$ cat src/rtl/trace_pkt_sink_pkg.sv
// Shared trace types: the incoming multi-lane retire packet and the per-lane record
// that trace_pkt_sink stores.
package trace_pkt_sink_pkg;

  localparam int unsigned LANES   = 3;
  localparam int unsigned XLEN    = 32;
  localparam int unsigned ECAUSEW = 5;
  localparam int unsigned RECW    = 2 * XLEN + 2 + ECAUSEW + XLEN;

  typedef struct packed {
    logic [LANES-1:0]      valid;
    logic [LANES*XLEN-1:0] insn;
    logic [LANES*XLEN-1:0] address;
    logic [LANES-1:0]      exception;
    logic [ECAUSEW-1:0]    ecause;
    logic [LANES-1:0]      interrupt;
    logic [XLEN-1:0]       tval;
  } trace_pkt_t;

  typedef struct packed {
    logic [XLEN-1:0]    addr;
    logic [XLEN-1:0]    insn;
    logic               exc;
    logic               intr;
    logic [ECAUSEW-1:0] ecause;
    logic [XLEN-1:0]    tval;
  } trace_rec_t;

  // Number of retiring lanes in a packet.
  function automatic logic [1:0] lane_count(input logic [LANES-1:0] v);
    return 2'(v[0]) + 2'(v[1]) + 2'(v[2]);
  endfunction

endpackage

$ cat src/rtl/trace_rec_fifo.sv
// Record FIFO: up to three writes per cycle from a compacted write vector,
// one read per cycle, pointers wrap modulo DEPTH.
module trace_rec_fifo
  import trace_pkt_sink_pkg::*;
#(
  parameter int unsigned DEPTH = 8
) (
  input  logic                           clk,
  input  logic                           rst,
  input  logic [1:0]                     wr_num,
  input  trace_rec_t [LANES-1:0]         wr_data,
  input  logic                           rd_en,
  output logic                           out_valid,
  output trace_rec_t                     rd_data,
  output logic [$clog2(DEPTH+1)-1:0]     count
);

  localparam int unsigned AW = $clog2(DEPTH);
  localparam int unsigned CW = $clog2(DEPTH + 1);

  trace_rec_t        mem [DEPTH];
  logic [AW-1:0]     wr_ptr;
  logic [AW-1:0]     rd_ptr;
  logic              pop;
  logic [CW-1:0]     count_nxt;

  assign pop       = rd_en & out_valid;
  assign count_nxt = count + CW'(wr_num) - CW'(pop);

  // Storage is not reset; out_valid gates what the consumer sees.
  always_ff @(posedge clk) begin
    for (int i = 0; i < int'(LANES); i++) begin
      if (2'(i) < wr_num) begin
        mem[wr_ptr + AW'(i)] <= wr_data[i];
      end
    end
  end

  always_ff @(posedge clk) begin
    if (rst) begin
      wr_ptr    <= '0;
      rd_ptr    <= '0;
      count     <= '0;
      out_valid <= 1'b0;
    end else begin
      wr_ptr    <= wr_ptr + AW'(wr_num);
      rd_ptr    <= rd_ptr + AW'(pop);
      count     <= count_nxt;
      out_valid <= (count_nxt != '0);
    end
  end

  assign rd_data = out_valid ? mem[rd_ptr] : '0;

endmodule

$ cat src/rtl/trace_pkt_sink.sv
// Captures multi-lane retire trace packets into a record FIFO; whole packets are
// dropped when space is short, with a sticky overflow flag and saturating drop count.
module trace_pkt_sink
  import trace_pkt_sink_pkg::*;
#(
  parameter int unsigned DEPTH = 8,
  parameter int unsigned CNTW  = 16
) (
  input  logic               clk,
  input  logic               rst,
  input  logic               trace_en,
  input  logic               clr,
  input  logic [2:0]         trace_rv_i_valid_ip,
  input  logic [95:0]        trace_rv_i_insn_ip,
  input  logic [95:0]        trace_rv_i_address_ip,
  input  logic [2:0]         trace_rv_i_exception_ip,
  input  logic [4:0]         trace_rv_i_ecause_ip,
  input  logic [2:0]         trace_rv_i_interrupt_ip,
  input  logic [31:0]        trace_rv_i_tval_ip,
  output logic               out_valid,
  input  logic               out_ready,
  output trace_rec_t         out_rec,
  output logic               overflow,
  output logic [CNTW-1:0]    drop_cnt
);

  localparam int unsigned CW = $clog2(DEPTH + 1);

  trace_pkt_t               pkt;
  trace_rec_t [LANES-1:0]   lane_rec;
  trace_rec_t [LANES-1:0]   cmp_rec;
  logic [1:0]               n_rec;
  logic [CW-1:0]            count;
  logic [CW-1:0]            free;
  logic                     pkt_seen;
  logic                     accept;
  logic                     drop;
  logic [1:0]               wr_num;

  assign pkt = '{valid:     trace_rv_i_valid_ip,
                 insn:      trace_rv_i_insn_ip,
                 address:   trace_rv_i_address_ip,
                 exception: trace_rv_i_exception_ip,
                 ecause:    trace_rv_i_ecause_ip,
                 interrupt: trace_rv_i_interrupt_ip,
                 tval:      trace_rv_i_tval_ip};

  // Per-lane records; cause and tval only travel with an exception or interrupt.
  always_comb begin
    lane_rec = '0;
    for (int n = 0; n < int'(LANES); n++) begin
      lane_rec[n].addr = pkt.address[32*n +: 32];
      lane_rec[n].insn = pkt.insn[32*n +: 32];
      lane_rec[n].exc  = pkt.exception[n];
      lane_rec[n].intr = pkt.interrupt[n];
      if (pkt.exception[n] || pkt.interrupt[n]) begin
        lane_rec[n].ecause = pkt.ecause;
        lane_rec[n].tval   = pkt.tval;
      end
    end
  end

  // Pack valid lanes downward in ascending lane order.
  always_comb begin
    logic [1:0] idx;
    cmp_rec = '0;
    idx     = '0;
    for (int n = 0; n < int'(LANES); n++) begin
      if (pkt.valid[n]) begin
        cmp_rec[idx] = lane_rec[n];
        idx          = idx + 2'd1;
      end
    end
  end

  // Space check uses the count at the start of the cycle, ignoring this cycle's pop.
  assign n_rec    = lane_count(pkt.valid);
  assign free     = CW'(DEPTH) - count;
  assign pkt_seen = trace_en & (|pkt.valid);
  assign accept   = pkt_seen & (free >= CW'(n_rec));
  assign drop     = pkt_seen & ~accept;
  assign wr_num   = accept ? n_rec : 2'd0;

  trace_rec_fifo #(
    .DEPTH(DEPTH)
  ) u_fifo (
    .clk      (clk),
    .rst      (rst),
    .wr_num   (wr_num),
    .wr_data  (cmp_rec),
    .rd_en    (out_ready),
    .out_valid(out_valid),
    .rd_data  (out_rec),
    .count    (count)
  );

  // Drop bookkeeping; clr wins over a drop in the same cycle.
  always_ff @(posedge clk) begin
    if (rst) begin
      overflow <= 1'b0;
      drop_cnt <= '0;
    end else if (clr) begin
      overflow <= 1'b0;
      drop_cnt <= '0;
    end else if (drop) begin
      overflow <= 1'b1;
      if (drop_cnt != '1) begin
        drop_cnt <= drop_cnt + CNTW'(1);
      end
    end
  end

endmodule

$ cat config.mk
export PLATFORM = sky130hd
export DESIGN_NAME = trace_pkt_sink
export DESIGN_NICKNAME = d
export VERILOG_FILES = /design/src/rtl/trace_pkt_sink_pkg.sv /design/src/rtl/trace_rec_fifo.sv /design/src/rtl/trace_pkt_sink.sv
export SDC_FILE = /design/constraint.sdc
export NUM_CORES = 2
export LEC_CHECK = 0
export ABC_CLOCK_PERIOD_IN_PS = 9700
export BUFFER_PORTS_ARGS = -buffer_cell sky130_fd_sc_hd__buf_2
export CORE_MARGIN = 3
export CORE_UTILIZATION = 35
export DETAILED_ROUTE_END_ITERATION = 6
export GPL_ROUTABILITY_DRIVEN = 0
export PLACE_DENSITY = 0.65
export SLEW_MARGIN = 20
export SYNTH_ARGS = -nofsm -noshare
export SYNTH_HDL_FRONTEND = slang
export SYNTH_SLANG_ARGS = --single-unit
$ cat constraint.sdc
create_clock -name clk -period 9.7 [get_ports clk]
set_input_delay 1.94 -clock clk [delete_from_list [all_inputs] [get_ports clk]]
set_output_delay 1.94 -clock clk [all_outputs]
set_load 0.05 [all_outputs]
Word-level counts from Yosys, hierarchy flattened --
Memory sizes are Yosys's and may differ from the RTL's. A register that Yosys moved wholly into a read port is not among the register bits. Cells that the tools add are included.
Word-level totals: register bits after elaboration 28, RAM bits 824, word-level logic and storage cells 64, memories kept 1
Cells by class: $add $sub $neg 11, magnitude comparators 8, eq/ne operators 1, multiplexer cells 23, bitwise gates (word level) 5, reduce and logical (&&, ||, !) cells 9
Memories:
- u_fifo.mem | depth 8, bits a word 103, rd ports 1, clocked after Yosys merged registers in 1, wr ports 3, RTL line trace_rec_fifo.sv:21 | trace_rec_t mem [DEPTH];
Operators with widths (number):
- 309-bit bitwise mux | 2
- 309-bit two-way mux | 2
- 103-bit demux with 2-bit select | 2
- 103-bit two-way mux | 4
- 37-bit two-way mux | 3
- 16-bit by 1-bit adder with 16-bit output, second input constant | 1
- 16-bit inequality test, second input constant | 1
- 1-bit two-way mux | 7
- 2-bit by 3-bit less-than comparator with 1-bit output, second input constant | 2
- 4-bit by 2-bit adder with 4-bit output | 1
- 1-bit bitwise AND | 4
- 2-bit by 1-bit greater-or-equal comparator with 1-bit output, second input constant | 2
- 4-bit by 2-bit greater-or-equal comparator with 1-bit output | 1
- 1-bit by 2-bit less-than comparator with 1-bit output, first input constant | 2
- 2-bit two-way mux | 2
- 4-bit nonzero test | 1
- 4-bit by 1-bit subtractor with 4-bit output | 1
- 4-bit subtractor, first input constant | 1
- 3-bit by 1-bit adder with 3-bit output | 1
- 3-bit by 1-bit adder with 3-bit output, second input constant | 1
- 3-bit by 2-bit adder with 3-bit output | 1
- 3-bit by 2-bit adder with 3-bit output, second input constant | 1
- 1-bit logical OR | 3
- 3-bit two-way mux | 1
- 9 further kinds | 10

Logic depth before layout (Yosys ltp) --
word-level depth 9, gate-level depth with buffers 21

Cells and area by module --
From an unflattened synthesis, not the netlist that was laid out.
Second synthesis, totals: cells, all modules 5469, area, all modules 53044.6 um^2
By module, submodules not included:
- trace_rec_fifo | instances 1, cells each 4819, area each 48903.2 um^2
- trace_pkt_sink | instances 1, cells each 650, area each 4141.5 um^2

Least setup slack after synthesis --
Ideal clock, no wire load.
kind input to register, start in trace_rv_i_valid_ip[0], end mem u_fifo.mem[6][0] (netlist name) (enable), library setup time 0.609 ns, arrival time 9.433 ns, slack -0.342 ns, stages on the path 12, cells stage by stage clkbuf_1 > clkbuf_1 > inv_1 > fa_1 > inv_1 > ha_1 > nand2b_1 > a211oi_4 > buf_6 > nand2_1 > nand4b_1 > o221ai_1
RTL lines:
- from (decl) | RTL line trace_pkt_sink.sv:13 | input logic [2:0] trace_rv_i_valid_ip,
- to (decl) | RTL line trace_rec_fifo.sv:21

==> run_results.csv <==
group,metric,value,unit
route,vias_per_cell,6.12,
pwr,leakage,20.5,nW
worst_setup_path,crit_type,"in -> reg",
pwr,p_sw,5.15,mW
pwr,p_clk_frac,0.274,
sta,period_needed,6370,ps
pwr,power_frac_seq,0.371,
cts,tritoncts.num_buffers,98,
cts,post_cts_resized,0,
sta,finClkSkew,39.7,ps
route,dr.pass1.iters,7,
global_routing,antenna_found_initial,17,
global_routing,grt_use_total,0.238,
worst_setup_path,critPathMaxFanout,71,
logic_synthesis,synthSimpleGateAreaFrac,0.194,
logic_synthesis,synth-main-ff-cell,"edfxtp_1",
route,vias,43032,
logic_synthesis,synth_warnings,0,
finish,nets,5298,
logic_synthesis,avgSynthCellArea,10.1,µm²
logic_synthesis,async_reset_ff_frac,0,
cts,post-cts-setup-buffers,0,
finish,nFillCells,13790,
sta,finalSetupViolCount,0,
flow_run,maxCapViolCount,0,
cts,numClockSinks,852,
floorplanning,die-height,387,µm
logic_synthesis,synth.ff_latch_count,852,
logic_synthesis,synth_edf_count,824,
global_routing,grt_pass1_wl,272000,µm
pwr,pwr-share-comb,0.355,
placed_design,place.port_buffers,363,
pwr,powerDensity,237,nW/µm²
pwr,p_int,8.33,mW
route,wl_per_cell,26.4,µm
pwr,irDropWorstVdd,0.000183,V
pwr,total_power,13.5,mW
sta,relSlewSlack,0.190,
global_routing,first_global_vias,41143,
placed_design,dp_hpwl,105000,µm
finish,drive_above_1_share,0.164,
sta,tns,0,ps
cts,cts_buffer_depth,3,
logic_synthesis,synth_fa_ha_area_frac,0.00512,
route,postRouteAntennaNets,0,
worst_setup_path,end_kind,"flop",
logic_synthesis,muxShareOfSynthArea,0.125,
route,drc,1,
floorplanning,core-area,144000,µm²
logic_synthesis,syn_inst,5050,
worst_setup_path,worstPathRequired,10240,ps
worst_setup_path,start_kind,"input pin",
worst_setup_path,rrSetupSlack,5290,ps
outcome,run_status,"finished with violations",
floorplanning,ios,364,
cts,clock_latency,740,ps
cts,path_clk_slew,60,ps
sta,timing.fmax,157,MHz
worst_setup_path,arrival,6910,ps
floorplanning,fp.dieArea,150000,µm²
logic_synthesis,synth-seq-area-share,0.498,
min_path,holdCritPathClass,"reg -> reg",
route,drtIter0Drc,5763,
floorplanning,num_rows,139,
floorplanning,die-width,387,µm
logic_synthesis,syn_area,50900,µm²
pwr,switching_share,0.382,
route,routed_wl,185000,µm
sta,hold_slack,467,ps
logic_synthesis,synth_top_family_by_area,"simple AND/OR/NAND/NOR gates",
sta,finalHoldViolations,0,
logic_synthesis,synth_nets,5312,
cts,ctsHtreeMaxLevel,3,
sta,rsz0062_at_grt,"false",
global_routing,grt_max_degree,170,
outcome,violations,"design-rule violations",
logic_synthesis,synth_xor_area_frac,0.00202,
finish,area_growth,11.9,%
global_routing,grt_overflow,0,
cts,clock-root-buffer,"clkbuf_16",
logic_synthesis,synth-compound-area-share,0.130,
sta,worst_pin_slew,1220,ps
logic_synthesis,ys_types,64,
sta,finalCritPeriodShare,0.657,
sta,slew_violations,0,
floorplanning,initial_core_util,0.353,
cts,cts_tree,"yes",
cts,hold_buffers,0,
-- cell type report --
| class | instances | area [µm²] | area share |
|---|---|---|---|
| clock inverters | 56 | 531 | 0.00932 |
| well taps | 1903 | 2380 | 0.0418 |
| repair buffers | 449 | 2530 | 0.0444 |
| multi-input cells | 3617 | 23500 | 0.413 |
| diodes | 9 | 22.5 | 0.000396 |
| clock buffers | 123 | 2590 | 0.0455 |
| flip-flops and latches | 852 | 25300 | 0.445 |
| inverters | 18 | 67.6 | 0.00119 |
-- cell usage in the layout (no fill, tap or decap), types with 65 or more instances in the layout --
| master | n |
|---|---|
| mux4_2 | 206 |
| and3_1 | 68 |
| a21oi_1 | 80 |
| buf_2 | 362 |
| a31oi_1 | 457 |
| mux2i_1 | 170 |
| a32oi_1 | 74 |
| clkbuf_16 | 100 |
| nor2b_1 | 223 |
| nand2_1 | 1041 |
| a21boi_0 | 110 |
| buf_4 | 82 |
| nor2_1 | 673 |
| nand4_1 | 121 |
| edfxtp_1 | 824 |
| a221oi_1 | 65 |
| nand3_1 | 85 |
| a22o_1 | 66 |
-- power groups by stage --
stage	Combinational (mW)	Clock (mW)	Sequential, mW
after floorplan	3.30	0	5.07
after CTS	4.79	3.74	5.00
final	4.79	3.70	5.00
after global placement	4.72	0	5.05
after global routing	5.07	3.88	5.05
after detailed placement	4.78	0	5.08
-- critical path, stage by stage --
cell and delay [ps]:
buf_4 370, inv_1 230, fa_1 710, inv_1 80, ha_1 260, nand2b_1 190, a211o_1 310, buf_4 270
o21ai_4 180, buf_4 670, buf_4 790, nand3_1 150, buf_4 310, a21boi_0 270
-- synthesized netlist by cell type (7+ instances only) --
| cell type | number | share of area |
|---|---|---|
| nand2_1 | 1042 | 0.077 |
| edfxtp_1 | 824 | 0.49 |
| nor2_1 | 674 | 0.050 |
| a31oi_1 | 458 | 0.056 |
| clkbuf_1 | 326 | 0.024 |
| nor2b_1 | 225 | 0.028 |
| mux4_2 | 206 | 0.091 |
| mux2i_1 | 170 | 0.033 |
| nand4_1 | 121 | 0.015 |
| buf_2 | 118 | 0.012 |
| a21boi_0 | 110 | 0.016 |
| buf_1 | 85 | 0.0063 |
| nand3_1 | 85 | 0.0084 |
| a21oi_1 | 84 | 0.0083 |
| a32oi_1 | 74 | 0.013 |
| and3_1 | 68 | 0.0084 |
| a22o_1 | 66 | 0.011 |
| a221oi_1 | 65 | 0.011 |
| dfxtp_1 | 28 | 0.011 |
| clkbuf_2 | 26 | 0.0026 |
| inv_1 | 18 | 0.0013 |
| ha_1 | 16 | 0.0039 |
| or4_1 | 13 | 0.0019 |
| o21ai_0 | 11 | 0.0011 |
| nor4_1 | 10 | 0.0012 |
| o211ai_1 | 10 | 0.0015 |
| o31ai_1 | 10 | 0.0015 |
| and2_1 | 9 | 0.0011 |
| o22ai_1 | 8 | 0.00098 |
| buf_4 | 7 | 0.0010 |
| nand2b_1 | 7 | 0.00086 |
-- routing by layer --
layer | GRT usage | part of all wire
met3 | 0.0511 | 0.11
met4 | 0.103 | 0.041
met5 | 0 | 0.000092
met1 | 0.311 | 0.38
met2 | 0.381 | 0.47
-- metrics by stage --
stage | utilization | cells | instance area, µm² | setup WS (ps)
final | 0.395 | 7027 | 56900 | 3330
after CTS | 0.395 | 7018 | 56900 | 3510
after global routing | 0.395 | 7021 | 56900 | 3170
after detailed placement | 0.373 | 6839 | 53800 | 2750
after global placement | 0.373 | 6839 | 53800 | 2880
after floorplan | - | 5050 | 50900 | 5.69
-- state kept, by name (all words and copies together) (netlist names) --
| name | count |
|---|---|
| u_fifo.wr_ptr | 3 |
| u_fifo.out_valid | 1 |
| u_fifo.rd_ptr | 3 |
| u_fifo.count | 4 |
| u_fifo.mem | 824 |
| drop_cnt | 16 |
| overflow | 1 |
-- worst paths after layout --
kind                                           to  depth (start not counted)                   start
worst max register to register  u_fifo.mem[7][18]                         11         u_fifo.count[0]
worst min register to register           overflow                          2                overflow
worst min-delay path                     overflow                          2                overflow
worst max-delay path            u_fifo.mem[7][18]                         14  trace_rv_i_valid_ip[0]
-- kinds of logic after synthesis --
kind of cell,after synthesis
buffers and inverters,581
multiplexers,376
AND/OR/NAND/NOR,2273
XOR/XNOR,10
AO/OA/AOI/OAI,939
adder cells (fa/ha/maj),19
flip-flops,852
(Power assumes the default switching activity.)
